--- config.mk ---
export PLATFORM = sky130hd
export DESIGN_NAME = rr_arbiter8
export DESIGN_NICKNAME = d
export VERILOG_FILES = /design/src/rtl/rr_arbiter8.sv
export SDC_FILE = /design/constraint.sdc
export NUM_CORES = 1
export LEC_CHECK = 0
export BUFFER_PORTS_ARGS = -buffer_cell sky130_fd_sc_hd__buf_2
export CAP_MARGIN = 10
export CORE_ASPECT_RATIO = 0.7
export CORE_MARGIN = 2
export CORE_UTILIZATION = 51
export CTS_CLUSTER_SIZE = 20
export DETAILED_ROUTE_END_ITERATION = 8
export PLACE_DENSITY = 0.84
export SLEW_MARGIN = 30
export SYNTH_ARGS = -nofsm -noshare
export SYNTH_HDL_FRONTEND = slang
export SYNTH_SLANG_ARGS = --single-unit
--- constraint.sdc ---
create_clock -name clk -period 3.11 [get_ports clk]
set_input_delay 0.4665 -clock clk [delete_from_list [all_inputs] [get_ports clk]]
set_output_delay 0.4665 -clock clk [all_outputs]
set_load 0.02 [all_outputs]
--- src/rtl/rr_arbiter8.sv ---
// Eight-way arbiter with hold timeout and a 7-segment owner display.
// Define ARB_FIXED_PRIO_EN to replace round-robin with fixed priority (bit 7 highest).
module rr_arbiter8 #(
  parameter int MAX_HOLD = 16,
  parameter int CNT_W    = 8
) (
  input  logic       clk,
  input  logic       rst,
  input  logic       en,
  input  logic [7:0] req,
  output logic [7:0] gnt,
  output logic [2:0] gnt_idx,
  output logic       gnt_vld,
  output logic       timeout,
  output logic [6:0] HEX0
);

  // state | meaning
  // IDLE  | no owner; a new grant may be issued when en=1
  // BUSY  | owner is gnt_idx; held until release or hold timeout
  typedef enum logic {IDLE, BUSY} state_t;

  localparam logic [CNT_W-1:0] HOLD_LIMIT = CNT_W'(MAX_HOLD);
  localparam logic [6:0]       HEX_BLANK  = 7'b1111111;

  state_t           state_q, state_d;
  logic [CNT_W-1:0] cnt_q, cnt_d;
  logic [7:0]       gnt_q, gnt_d;
  logic [2:0]       idx_q, idx_d;
  logic             vld_q, vld_d;
  logic             to_q, to_d;
  logic [6:0]       hex_q, hex_d;
  logic [2:0]       win;
`ifndef ARB_FIXED_PRIO_EN
  logic [2:0]       ptr_q, ptr_d;
`endif

  function automatic logic [6:0] seg7(input logic [2:0] d);
    case (d)
      3'd0:    seg7 = 7'b1000000;
      3'd1:    seg7 = 7'b1111001;
      3'd2:    seg7 = 7'b0100100;
      3'd3:    seg7 = 7'b0110000;
      3'd4:    seg7 = 7'b0011001;
      3'd5:    seg7 = 7'b0010010;
      3'd6:    seg7 = 7'b0000010;
      default: seg7 = 7'b1111000;
    endcase
  endfunction

`ifdef ARB_FIXED_PRIO_EN
  always_comb begin
    win = 3'd0;
    for (int i = 0; i < 8; i++) begin
      if (req[i]) win = 3'(i);
    end
  end
`else
  // Descending scan so the last hit is the nearest set bit at or after ptr.
  always_comb begin
    win = 3'd0;
    for (int i = 7; i >= 0; i--) begin
      if (req[ptr_q + 3'(i)]) win = ptr_q + 3'(i);
    end
  end
`endif

  always_comb begin
    state_d = state_q;
    cnt_d   = cnt_q;
    gnt_d   = gnt_q;
    idx_d   = idx_q;
    vld_d   = vld_q;
    to_d    = 1'b0;
`ifndef ARB_FIXED_PRIO_EN
    ptr_d   = ptr_q;
`endif
    case (state_q)
      IDLE: begin
        if (en && (req != 8'd0)) begin
          state_d = BUSY;
          idx_d   = win;
          vld_d   = 1'b1;
          gnt_d   = 8'b1 << win;
          cnt_d   = CNT_W'(1);
        end
      end
      BUSY: begin
        if (!req[idx_q] || ((MAX_HOLD != 0) && (cnt_q == HOLD_LIMIT))) begin
          state_d = IDLE;
          vld_d   = 1'b0;
          gnt_d   = 8'd0;
          cnt_d   = '0;
          to_d    = req[idx_q];
`ifndef ARB_FIXED_PRIO_EN
          ptr_d   = idx_q + 3'd1;
`endif
        end else if (cnt_q != '1) begin
          cnt_d = cnt_q + CNT_W'(1);
        end
      end
      default: state_d = IDLE;
    endcase
    hex_d = vld_d ? seg7(idx_d) : HEX_BLANK;
  end

  always_ff @(posedge clk) begin
    if (rst) begin
      state_q <= IDLE;
      cnt_q   <= '0;
      gnt_q   <= 8'd0;
      idx_q   <= 3'd0;
      vld_q   <= 1'b0;
      to_q    <= 1'b0;
      hex_q   <= HEX_BLANK;
`ifndef ARB_FIXED_PRIO_EN
      ptr_q   <= 3'd0;
`endif
    end else begin
      state_q <= state_d;
      cnt_q   <= cnt_d;
      gnt_q   <= gnt_d;
      idx_q   <= idx_d;
      vld_q   <= vld_d;
      to_q    <= to_d;
      hex_q   <= hex_d;
`ifndef ARB_FIXED_PRIO_EN
      ptr_q   <= ptr_d;
`endif
    end
  end

  assign gnt     = gnt_q;
  assign gnt_idx = idx_q;
  assign gnt_vld = vld_q;
  assign timeout = to_q;
  assign HEX0    = hex_q;

endmodule

After elaboration in Yosys (flattened, before gate mapping)
Index checks and enable logic that the tools add are counted.
{ "op_classes": {"n_reduce_logical": 10, "eq_ne": 11, "shifts": 1, "n_addsub": 9, "order_cmp": 9, "mux": 42, "n_bitwise": 3} }
{ "op_table": {"columns": ["operator", "count"], "rows": [
  ["$pmux W7 S7", 1],
  ["$mux W8", 5],
  ["$lt A3 B4 Y1 const B", 9],
  ["$pmux W8 S2", 2],
  ["$mux W3", 10],
  ["$bmux W1 S3", 9],
  ["$mux W1", 13],
  ["$add A3 B3 Y3 const B", 4],
  ["$eq A3 B3 Y1 const B", 3],
  ["$add A8 B1 Y8 const B", 1],
  ["$eq A8 B5 Y1 const B", 1],
  ["$ne A8 B8 Y1 const B", 1],
  ["$reduce_bool A8 Y1", 1],
  ["$shl A1 B3 Y8 const A", 1],
  ["$add A3 B1 Y3 const B", 2],
  ["$add A3 B2 Y3 const B", 2],
  ["$eq A3 B2 Y1 const B", 2],
  ["$reduce_and A2 Y1", 3],
  ["$pmux W1 S2", 2],
  ["$eq A3 B1 Y1 const B", 1],
  ["$logic_not A3 Y1", 1],
  ["$ne A3 B1 Y1 const B", 1],
  ["$not A1 Y1", 3],
  ["$reduce_or A3 Y1", 1],
  ["6 further kinds", 6]
]} }
{ "word_totals": {"regBits": 32, "input_bits": 11, "out_inout_bits": 20} }

Longest topological paths before layout
Gate-level depths: netlist (run 1).
{ "logic_depth": {"word_depth": 15, "ltp_mapped": 13} }

Worst setup path after synthesis (run 1)
OpenSTA, ideal clock, no wires.
{ "synth_path": {"path_kind": "register to register", "start": "register ptr_q[0]", "end": "register hex_q[3], in the netlist HEX0[3]", "setup_slack_ns": 0.038, "n_path_buf": 3, "path_stages_with_launch": 14, "arrival_time_ns": 2.932, "path_cell_list": "dfxtp_1 buf_6 buf_6 inv_1 ha_1 clkbuf_1 mux4_2 mux2_2 a211oi_1 o311a_1 o21ai_2 and3_1 o311ai_1 o311ai_1"} }
{ "synth_between": {"elab_chain_cells": 15, "elab_cells_between_ends": 41, "cone_classes": "add/sub (7); eq/ne (6); mux (27); reduce/logical (1)"} }
{ "synth_lines": {"columns": ["item", "line_no", "rtl"], "rows": [
  ["start: declaration", "35", "logic [2:0] ptr_q, ptr_d;"],
  ["start signal: assignment", "128", "ptr_q <= ptr_d;"],
  ["$add A3 B3 Y3", "63", "if (req[ptr_q + 3'(i)]) win = ptr_q + 3'(i);"],
  ["$bmux W1 S3", "63", null],
  ["$mux W1 (not written as such)", "63", null],
  ["$mux W3 (7 in a row)", "63", null],
  ["$mux W3 (*)", "63", null],
  ["$mux W3 (*)", "80", "if (en && (req != 8'd0)) begin"],
  ["$mux W3 (*)", "78", "case (state_q)"],
  ["$eq A3 B3 Y1 (tied with other cells)", "39", "case (d)"],
  ["$pmux W7 S7 (*)", "39", null],
  ["end signal: assignment", "115", "hex_q <= HEX_BLANK;"],
  ["end signal: assignment", "126", "hex_q <= hex_d;"],
  ["end: declaration", "32", "logic [6:0] hex_q, hex_d;"]
]} }
Every way passes the cells marked *; elsewhere a longest branch is shown, timed or not. The select of a mux whose other input is x is not followed.
A chain may end at the register's enable or synchronous reset.

Worst setup path after layout (run 1)
{ "layout_path": {"start": "register ptr_q[0]", "end": "register hex_q[6], in the netlist HEX0[6]"} }
Same word-level chain as after synthesis.

==> impl_metrics.tcl, run 1 <==
set metrics [dict create \
    share_comb_of_total_power_pct 34.7 \
    post-route-worst-setup-slack_ns 0.123 \
    p_seq_share_pct 35.3 \
    switching_share_pct 34.5 \
    worst_hold_path_type "reg -> reg" \
    max_slew_vio_count 0 \
    pwr_density_cell_mw_per_mm2 552 \
    gr-usage-met1_pct 35.4 \
    die_height_um 57.4 \
    cts_tree "done" \
    gp_routability_congestion 0.908 \
    min_period_over_period_pct 96.0 \
    drt_drc_violations_left 0 \
    setup_tns_ns 0 \
    hold_viol 0 \
    count_of_flip_flops_with_a_built_in_enable_after_synthesis 0 \
    timing.setup.critical_path_class "reg -> reg" \
    drt_iter0_markers 208 \
    pin_count 31 \
    post_synth_inst_count 223 \
    avgRoutedWirePerCell_um 16.4 \
    grt_max_degree 17 \
    highest_clock_rate_mhz 335 \
    cts_setup_buffers 0 \
    areaGrowthSynthToFinish_pct 15.4 \
    gr-max-usage-layer "met1" \
    crit_arrival_ns 3.17 \
    drive_gt1_share_pct 26.7 \
    postRouteWirelength_um 5080 \
    report.power.total_mw 1.32 \
    worstSetupEndpointType "flip-flop" \
    grtUsageMet2_pct 33.8 \
    clock_slew_at_the_register_clock_pins_of_the_worst_setup_and_hold_paths_ns 0.07 \
    period_needed_ns 2.99 \
    detail_route.vias_per_cell 6.15 \
    die-area_mm2 0.00461 \
    cts.sink_count 32 \
    ctsRootBufferMaster "sky130_fd_sc_hd__clkbuf_8" \
    groute.layer.met3.usage_pct 6.33 \
    min-delay-start "gnt[7]" \
    placed_cell_areas_mm2 0.00228 \
    syn_nets 239 \
    antenna_cells 0 \
    max-slew-margin-rel_pct 65.9 \
    startpoint_type "flip-flop" \
    crit_path_start "ptr_q[0]" \
    detailroute.via_count 1906 \
    tritoncts.num_buffers 5 \
    fin_area_mm2 0.00240 \
    synth.cell_area_mm2 0.00208 \
    grt_pass1_vias 1683 \
    setup_viol 0 \
    tightest_slew_ns 0.508 \
    yosys_register_bits 32 \
    crit-reg2reg-launch "ptr_q[0]" \
    grt_overflow_total 0 \
    p_leak_nw 0.958 \
    cap_violations 0 \
    clock_tree.htree_level_count 2 \
    grtUsageTotal_pct 23.7 \
    antenna_found_initial 0 \
    grt_pass1_wl_um 8380 \
    drt.antenna.violating_nets 0 \
    core_area_mm2 0.00392 \
    synth_sequential_area_ratio_pct 30.8 \
    ys.warnings.count 0 \
    critical_path.max_fanout 16 \
    cts_buffer_depth 2 \
    ys_types 51 \
    power.ir.vdd_worst_mv 0.413 \
    fp.dieW_um 80.3 \
    synth_ff_type "sky130_fd_sc_hd__dfxtp_1" \
    placement_rows 19 \
    synth.avg_cell_area_um2 9.31 \
    drt_pass1_iterations 4 \
    final.setup_skew_ns 0.00434 \
    cp_data_required_time_ns 3.29 \
    cellInternalPower_mw 0.866 \
    run_status "complete, no violations" \
    layout.core_utilization_pct 61.1 \
    layout.nets 273 \
    placement.setup.worst_slack_ns 0.195 \
    power.clock.fraction_pct 30.1 \
    async_flop_share_pct 0 \
    power.switching_mw 0.457 \
    grt_setup_unrepaired "no" \
    clkLatencyLatePin_ns 0.28 \
    port-buffer-count 30 \
    dpl.hpwl_um 3670 \
    initial_utilization_pct 53.0 \
]
-- layout make-up --
class / instances / area [um^2]
Clock buffer: 5 / 68.8
Clock inverter: 3 / 42.5
Fill cell: 330 / 1530
Inverter: 11 / 41.3
Multi-Input combinational cell: 171 / 1340
Sequential cell: 32 / 641
Tap cell: 52 / 65.1
Timing Repair Buffer: 36 / 195
-- cell families after synthesis --
family	synth area share, %
AOI/OAI and AO/OA	18.0
and+or+nand+nor	17.3
muxes	20.2
DFF	30.8
xor gates and xnor gates	5.48
adders and majority gates	3.49
buffers and inverters	4.76
-- critical path, stage by stage, from the launching register on --
cell,delay [ns]
sky130_fd_sc_hd__dfxtp_1,0.33
sky130_fd_sc_hd__buf_4,0.25
sky130_fd_sc_hd__ha_1,0.27
sky130_fd_sc_hd__xor2_1,0.30
sky130_fd_sc_hd__mux2_2,0.43
sky130_fd_sc_hd__a21oi_2,0.11
sky130_fd_sc_hd__a211oi_1,0.11
sky130_fd_sc_hd__o41a_4,0.41
sky130_fd_sc_hd__mux2_4,0.29
sky130_fd_sc_hd__o31a_1,0.30
sky130_fd_sc_hd__o31ai_1,0.08
-- registers in the layout, summed over array words and instances, names as in the netlist --
name and count:
ptr_q 3, gnt 8, gnt_idx 3, cnt_q 8, state_q 1, gnt_vld 1
timeout 1, HEX0 7
-- cells in the mapped netlist, types with 2 or more instances --
| library cell | number | area (um^2) |
|---|---|---|
| sky130_fd_sc_hd__a211oi_1 | 7 | 52.6 |
| sky130_fd_sc_hd__a21oi_1 | 9 | 45.0 |
| sky130_fd_sc_hd__a22o_1 | 7 | 61.3 |
| sky130_fd_sc_hd__a32o_1 | 2 | 20.0 |
| sky130_fd_sc_hd__and2_1 | 4 | 25.0 |
| sky130_fd_sc_hd__and3_1 | 3 | 18.8 |
| sky130_fd_sc_hd__buf_6 | 3 | 33.8 |
| sky130_fd_sc_hd__clkbuf_1 | 4 | 15.0 |
| sky130_fd_sc_hd__dfxtp_1 | 32 | 641 |
| sky130_fd_sc_hd__ha_1 | 5 | 62.6 |
| sky130_fd_sc_hd__inv_1 | 11 | 41.3 |
| sky130_fd_sc_hd__mux2_2 | 5 | 56.3 |
| sky130_fd_sc_hd__mux2i_1 | 5 | 50.1 |
| sky130_fd_sc_hd__mux2i_2 | 2 | 27.5 |
| sky130_fd_sc_hd__mux4_2 | 12 | 270 |
| sky130_fd_sc_hd__nand2_1 | 22 | 82.6 |
| sky130_fd_sc_hd__nand3_1 | 2 | 10.0 |
| sky130_fd_sc_hd__nand4_1 | 2 | 12.5 |
| sky130_fd_sc_hd__nor2_1 | 26 | 97.6 |
| sky130_fd_sc_hd__nor3_1 | 9 | 45.0 |
| sky130_fd_sc_hd__nor4_1 | 2 | 12.5 |
| sky130_fd_sc_hd__o21ai_0 | 5 | 25.0 |
| sky130_fd_sc_hd__o22ai_1 | 3 | 18.8 |
| sky130_fd_sc_hd__o311ai_1 | 2 | 17.5 |
| sky130_fd_sc_hd__o31ai_1 | 2 | 15.0 |
| sky130_fd_sc_hd__xnor2_1 | 7 | 61.3 |
| sky130_fd_sc_hd__xor2_1 | 6 | 52.6 |
-- what timing repair did --
item                       in CTS  in global routing
setup endpoints to repair       0                  3
hold buffers                    0                  0
gates resized for setup         0                  1
-- worst paths after layout --
kind                                end  slack (ns)  cells past startpoint
worst max-delay path            HEX0[6]        0.12                     10
worst max register to register  HEX0[6]        0.12                     10
worst min-delay path             gnt[7]        0.47                      1
worst min register to register   gnt[7]        0.47                      1
-- metrics by stage --
stage	hold WS, ns	std cells
after detailed placement	0.463	302
after floorplan	0.484	223
after global routing	0.509	310
after CTS	0.479	310
after global placement	0.455	302
final	0.470	310
-- power groups by stage --
stage          Combinational [mW]  Sequential (mW)  Clock (mW)
2_1_floorplan               0.309            0.497           0
3_3_place_gp                0.435            0.474           0
3_5_place_dp                0.443            0.476           0
4_1_cts                     0.447            0.466       0.400
5_1_grt                     0.499            0.470       0.425
6_report                    0.459            0.467       0.398
-- routing by layer --
metal | wire [um] | vias up
met1 | 2360 | 908
met5 | 0 | -
met4 | 79 | 0
li1 | - | 899
met2 | 2220 | 89
met3 | 413 | 10
-- cells in the final DEF (no fill, tap or decap), types with 2 or more instances in the layout --
master / instances
sky130_fd_sc_hd__buf_2: 30
sky130_fd_sc_hd__a21oi_1: 9
sky130_fd_sc_hd__nand4_1: 2
sky130_fd_sc_hd__nor3_1: 9
sky130_fd_sc_hd__nand2_1: 22
sky130_fd_sc_hd__clkbuf_8: 5
sky130_fd_sc_hd__o22ai_1: 2
sky130_fd_sc_hd__dfxtp_1: 32
sky130_fd_sc_hd__buf_4: 6
sky130_fd_sc_hd__a211oi_1: 7
sky130_fd_sc_hd__a22o_1: 7
sky130_fd_sc_hd__xor2_1: 6
sky130_fd_sc_hd__mux4_2: 12
sky130_fd_sc_hd__mux2_2: 5
sky130_fd_sc_hd__o21ai_0: 5
sky130_fd_sc_hd__mux2i_1: 5
sky130_fd_sc_hd__nor2_1: 26
sky130_fd_sc_hd__inv_1: 11
sky130_fd_sc_hd__xnor2_1: 7
sky130_fd_sc_hd__ha_1: 5
sky130_fd_sc_hd__nand3_1: 2
sky130_fd_sc_hd__mux2i_2: 2
sky130_fd_sc_hd__o31ai_1: 2
sky130_fd_sc_hd__nor4_1: 2
sky130_fd_sc_hd__o311ai_1: 2
sky130_fd_sc_hd__and3_1: 3
sky130_fd_sc_hd__a32o_1: 2
sky130_fd_sc_hd__and2_1: 4
No activity file was read; power rests on OpenSTA's default activity.
==> run 2, diff against run 1 <==
Settings changed: RECOVER_POWER from default to 100.
==> run 2 against run 1 <==
  * Register-to-register slack got worse by 0.03 ns
  * Utilization decreased by 0.80 points
  * Non-clock buffer count unchanged
  * Worst setup slack got worse by 0.025 ns
  * Combinational power decreased by 2%
  * Routed wire length increased by 1.4%
  * Critical endpoint unchanged
  * Sequential power about the same
  * Critical path depth unchanged
  * Maximum frequency decreased by 0.83%
==> impl_metrics.tcl, run 2 (synthesis results as in run 1) <==
set metrics [dict create \
    drt_pass1_iterations 5 \
    setup_viol 0 \
    postRouteWirelength_um 5150 \
    worstSetupEndpointType "flip-flop" \
    placedCellCount 302 \
    clkLatencyLatePin_ns 0.29 \
    antenna_found_initial 0 \
    commonest_non_fill_non_tap_cell_in_the_layout "sky130_fd_sc_hd__dfxtp_1" \
    worstRegToRegCells 10 \
    die_height_um 57.4 \
    min_path_cells 1 \
    highest_clock_rate_mhz 332 \
    timing.setup.critical_path_class "reg -> reg" \
    avgRoutedWirePerCell_um 16.6 \
    p_leak_nw 0.888 \
    placement_rows 19 \
    crit_arrival_ns 3.20 \
    grt_setup_unrepaired "no" \
    hold_viol 0 \
    run_status "complete, no violations" \
    crit-reg2reg-launch "ptr_q[0]" \
    tritoncts.num_buffers 5 \
    pwr_density_cell_mw_per_mm2 556 \
    detailroute.via_count 1939 \
    nFillCells 347 \
    port-buffer-count 30 \
    grt_pass1_wl_um 8380 \
    pin_count 31 \
    cts_tree "done" \
    ctsRootBufferMaster "sky130_fd_sc_hd__clkbuf_8" \
    regToRegEndpoint "HEX0[6]" \
    cts_buffer_depth 2 \
    areaGrowthSynthToFinish_pct 13.9 \
    layout.cells.non_filler 310 \
    max_slew_vio_count 0 \
    power.ir.vdd_worst_mv 0.414 \
    initial_utilization_pct 53.0 \
    max-slew-margin-rel_pct 65.9 \
    grt_max_degree 17 \
    critical_path.max_fanout 16 \
    layout.nets 273 \
    dpl.hpwl_um 3670 \
    grtUsageTotal_pct 23.7 \
    cap_violations 0 \
    drive_gt1_share_pct 18.6 \
    crit_path_start "ptr_q[0]" \
    ff2ff_setup_slack_ns 0.1 \
    cts_hold_repair.buffers 0 \
    most_used_cells_in_the_layout_excluding_fill_and_tap_cells "sky130_fd_sc_hd__dfxtp_1, sky130_fd_sc_hd__nor2_1, sky130_fd_sc_hd__nand2_1" \
    drt_drc_violations_left 0 \
    final.setup_skew_ns 0.00715 \
    cp_data_required_time_ns 3.30 \
    gp_routability_congestion 0.908 \
    setup_tns_ns 0 \
    tightest_slew_ns 0.511 \
    min_period_over_period_pct 96.8 \
    die-area_mm2 0.00461 \
    cts_setup_buffers 0 \
    fin_area_mm2 0.00237 \
    clock_slew_at_the_register_clock_pins_of_the_worst_setup_and_hold_paths_ns 0.07 \
    fp.dieW_um 80.3 \
    detail_route.vias_per_cell 6.25 \
    min-delay-start "gnt[7]" \
    grt_pass1_vias 1683 \
    layout.core_utilization_pct 60.3 \
    cts.sink_count 32 \
    post-route-worst-setup-slack_ns 0.0984 \
    min_delay_worst_endpoint "gnt[7]" \
    startpoint_type "flip-flop" \
    grt_overflow_total 0 \
    placed_cell_areas_mm2 0.00228 \
    drt_iter0_markers 216 \
    worst_hold_path_type "reg -> reg" \
    period_needed_ns 3.01 \
    antenna_cells 0 \
    clock_tree.htree_level_count 2 \
    core_area_mm2 0.00392 \
    drt.antenna.violating_nets 0 \
    placement.setup.worst_slack_ns 0.195 \
]
-- run 2: report_power, final --
part / internal, mW / switching (mW) / leakage [nW]
logic: 0.179 / 0.269 / 0.573
clock network: 0.237 / 0.162 / 0.0541
registers: 0.440 / 0.0279 / 0.261
total: 0.856 / 0.459 / 0.888
-- run 2: cell type report --
| class | count | area (um^2) | area share (%) |
|---|---|---|---|
| Sequential cell | 32 | 641 | 27.1 |
| Inverter | 11 | 41.3 | 1.75 |
| Clock buffer | 5 | 68.8 | 2.91 |
| Clock inverter | 3 | 42.5 | 1.80 |
| Timing Repair Buffer | 36 | 168 | 7.09 |
| Multi-Input combinational cell | 171 | 1340 | 56.6 |
| Tap cell | 52 | 65.1 | 2.75 |
-- run 2: how the worst max path moves through the flow --
stage / end / slack [ns] / cells past startpoint
global route: HEX0[1] / 0.03 / 11
finish: HEX0[6] / 0.1 / 10
CTS: HEX0[6] / 0.15 / 10
detailed placement: HEX0[6] / 0.19 / 10
global placement: gnt[5] / 0.29 / 9
floorplan: HEX0[3] / 0.04 / 13
-- run 2: through the flow --
step           hold WS, ns  total power [mW]
2_1_floorplan        0.484             0.806
3_3_place_gp         0.455             0.909
3_5_place_dp         0.463             0.918
4_1_cts              0.479              1.31
5_1_grt              0.513              1.38
6_report             0.480              1.31
-- run 2: worst max-delay path, stage by stage (launching register included) --
cell and delay (ns):
sky130_fd_sc_hd__dfxtp_1 0.33, sky130_fd_sc_hd__buf_4 0.25, sky130_fd_sc_hd__ha_1 0.28, sky130_fd_sc_hd__xor2_1 0.30, sky130_fd_sc_hd__mux2_2 0.42, sky130_fd_sc_hd__a21oi_1 0.13, sky130_fd_sc_hd__a211oi_1 0.12, sky130_fd_sc_hd__o41a_4 0.41
sky130_fd_sc_hd__mux2_4 0.29, sky130_fd_sc_hd__o31a_1 0.30, sky130_fd_sc_hd__o31ai_1 0.08
-- run 2: per-layer routing --
layer | vias to the layer above | GRT usage [%] | routed length, um
met5 | - | 0 | 0
met4 | 0 | 6.30 | 73
met3 | 14 | 6.33 | 493
met2 | 104 | 33.8 | 2270
met1 | 921 | 35.4 | 2320
li1 | 900 | - | -
-- run 2: what timing repair did --
item / in CTS / in global routing
endpoints found under the hold margin: 0 / 0
endpoints found under the setup margin: 0 / 3
gates resized for setup: 0 / 1
==> run 3, diff against run 2 <==
Settings changed: PLACE_DENSITY 0.84 to 0.75.
==> run 3 against run 2 <==
  * Worst setup slack improved by 0.054 ns
  * Sequential cell count unchanged
  * Sequential share of layout area grew 0.23 points
  * Critical path type unchanged
  * Largest cell class unchanged
==> impl_metrics.tcl, run 3 (synthesis results as in run 1) <==
set metrics [dict create \
    tritoncts.num_buffers 5 \
    grt_overflow_total 0 \
    clock_tree.htree_level_count 2 \
    areaGrowthSynthToFinish_pct 13.0 \
    run_status "complete, no violations" \
    drt_pass1_iterations 4 \
    setup_viol 0 \
    drt_iter0_markers 162 \
    antenna_cells 0 \
    crit-reg2reg-launch "ptr_q[0]" \
    antenna_found_initial 0 \
    p_seq_share_pct 38.1 \
    critical-path-max-stage-delay_ns 0.43 \
    p_leak_nw 0.882 \
    layout.cells.non_filler 309 \
    worstSetupEndpointType "flip-flop" \
    max-slew-margin-rel_pct 68.2 \
    layout.nets 272 \
    commonest_non_fill_non_tap_cell_in_the_layout "sky130_fd_sc_hd__dfxtp_1" \
    die-area_mm2 0.00461 \
    initial_utilization_pct 53.0 \
    ctsRootBufferMaster "sky130_fd_sc_hd__clkbuf_8" \
    tightest_slew_ns 0.473 \
    most_used_cells_in_the_layout_excluding_fill_and_tap_cells "sky130_fd_sc_hd__dfxtp_1, sky130_fd_sc_hd__nor2_1, sky130_fd_sc_hd__nand2_1" \
    power.ir.vdd_worst_mv 0.388 \
    pwr_density_cell_mw_per_mm2 522 \
    fp.dieW_um 80.3 \
    cp_slowest_cell "sky130_fd_sc_hd__ha_1" \
    cts.sink_count 32 \
    fin_area_mm2 0.00235 \
    grt_setup_unrepaired "no" \
    clock_slew_at_the_register_clock_pins_of_the_worst_setup_and_hold_paths_ns 0.06 \
    placement.setup.worst_slack_ns 0.212 \
    placement_rows 19 \
    setup_tns_ns 0 \
    hold_viol 0 \
    grt_max_degree 17 \
    power.switching_mw 0.431 \
    path_delay_family "multiplexers" \
    dpl.hpwl_um 3430 \
    drive_gt1_share_pct 18.3 \
    nFillCells 361 \
    gp_routability_congestion 0.948 \
    cts_buffer_depth 2 \
    crit_buf_inv 1 \
    grt_pass1_wl_um 7850 \
    port-buffer-count 30 \
    crit_path_cell_chain "inv_1 -> ha_1 -> mux4_2 -> mux2_2 -> a21oi_1 -> a211oi_1 -> o41a_4 -> mux2i_2 -> o311ai_1 -> o311ai_1" \
    pin_count 31 \
    clkLatencyLatePin_ns 0.28 \
    grtUsageTotal_pct 21.6 \
    detail_route.vias_per_cell 5.97 \
    cts_tree "done" \
    min-delay-start "gnt[5]" \
    max_slew_vio_count 0 \
    timing.setup.critical_path_class "reg -> reg" \
    post-route-worst-setup-slack_ns 0.152 \
    min_period_over_period_pct 95.1 \
    highest_clock_rate_mhz 338 \
    crit_path_start "ptr_q[0]" \
    crit_arrival_ns 3.14 \
    worst_hold_path_type "reg -> reg" \
    final.setup_skew_ns 0.00316 \
    report.power.total_mw 1.22 \
    period_needed_ns 2.96 \
    core_area_mm2 0.00392 \
    share_comb_of_total_power_pct 35.7 \
    cap_violations 0 \
    avgRoutedWirePerCell_um 14.9 \
    cellInternalPower_mw 0.793 \
    placedCellCount 301 \
    postRouteWirelength_um 4610 \
    startpoint_type "flip-flop" \
    detailroute.via_count 1846 \
    cp_data_required_time_ns 3.30 \
    critical-path-top-cell-by-count "sky130_fd_sc_hd__o311ai_1" \
    placed_cell_areas_mm2 0.00227 \
    die_height_um 57.4 \
    drt.antenna.violating_nets 0 \
    grt_pass1_vias 1626 \
    switching_share_pct 35.2 \
    critical_path.max_fanout 7 \
    power.clock.fraction_pct 26.2 \
    drt_drc_violations_left 0 \
]
==> run 3: cell count changes in the layout (fill, tap and decap cells not counted) <==
cell	change
sky130_fd_sc_hd__clkbuf_8	+1
sky130_fd_sc_hd__bufinv_16	-1
sky130_fd_sc_hd__o21ai_0	+1
sky130_fd_sc_hd__buf_6	+1
sky130_fd_sc_hd__and2_1	+1
sky130_fd_sc_hd__clkinv_2	+1
sky130_fd_sc_hd__clkinvlp_4	-1
sky130_fd_sc_hd__and2_0	-1
sky130_fd_sc_hd__buf_4	-1
sky130_fd_sc_hd__clkbuf_2	-1
sky130_fd_sc_hd__o21ai_1	-1
==> run 3: power by group through the flow <==
| stage | registers, mW | logic, mW | clock network, mW |
|---|---|---|---|
| floorplan | 0.497 | 0.309 | 0 |
| global placement | 0.475 | 0.429 | 0 |
| detailed placement | 0.475 | 0.434 | 0 |
| CTS | 0.466 | 0.436 | 0.327 |
| global route | 0.471 | 0.479 | 0.353 |
| finish | 0.467 | 0.437 | 0.321 |
==> run 3: area by class of cell <==
type / count / area [um^2] / area share (%)
timing repair buffer: 35 / 166 / 7.09
multi-input combinational: 171 / 1340 / 57.1
clock inverter: 2 / 10.0 / 0.427
clock buffer: 6 / 82.6 / 3.52
inverter: 11 / 41.3 / 1.76
sequential: 32 / 641 / 27.3
tap: 52 / 65.1 / 2.77
==> run 3: metrics by stage <==
step / util (%) / hold WS, ns
after floorplan: - / 0.484
after global placement: 57.9 / 0.457
after detailed placement: 57.9 / 0.453
after CTS: 60.3 / 0.468
after global routing: 59.8 / 0.493
final: 59.8 / 0.472
==> run 3: worst register-to-register path: stages, from the launching register on <==
cell	delay, ns
sky130_fd_sc_hd__dfxtp_1	0.34
sky130_fd_sc_hd__inv_1	0.06
sky130_fd_sc_hd__ha_1	0.43
sky130_fd_sc_hd__mux4_2	0.41
sky130_fd_sc_hd__mux2_2	0.34
sky130_fd_sc_hd__a21oi_1	0.14
sky130_fd_sc_hd__a211oi_1	0.10
sky130_fd_sc_hd__o41a_4	0.40
sky130_fd_sc_hd__mux2i_2	0.33
sky130_fd_sc_hd__o311ai_1	0.19
sky130_fd_sc_hd__o311ai_1	0.12
==> run 3: worst paths after layout <==
kind	end	slack, ns	cells after the start
max	HEX0[3]	0.15	10
min	gnt[5]	0.47	1
max reg2reg	HEX0[3]	0.15	10
min reg2reg	gnt[5]	0.47	1
==> run 3: repair_timing <==
item	in CTS	in global routing
setup buffers	0	0
hold buffers	0	0
setup endpoints to repair	0	7
endpoints found under the hold margin	0	0
resized for setup	0	2
==> run 3: routing by layer <==
metal	GRT usage, %	part of all wire [%]	vias up
met5	0	0	-
met4	4.60	0.83	0
met3	5.38	6.5	7
met2	29.3	41	66
met1	34.4	52	877
li1	-	-	896
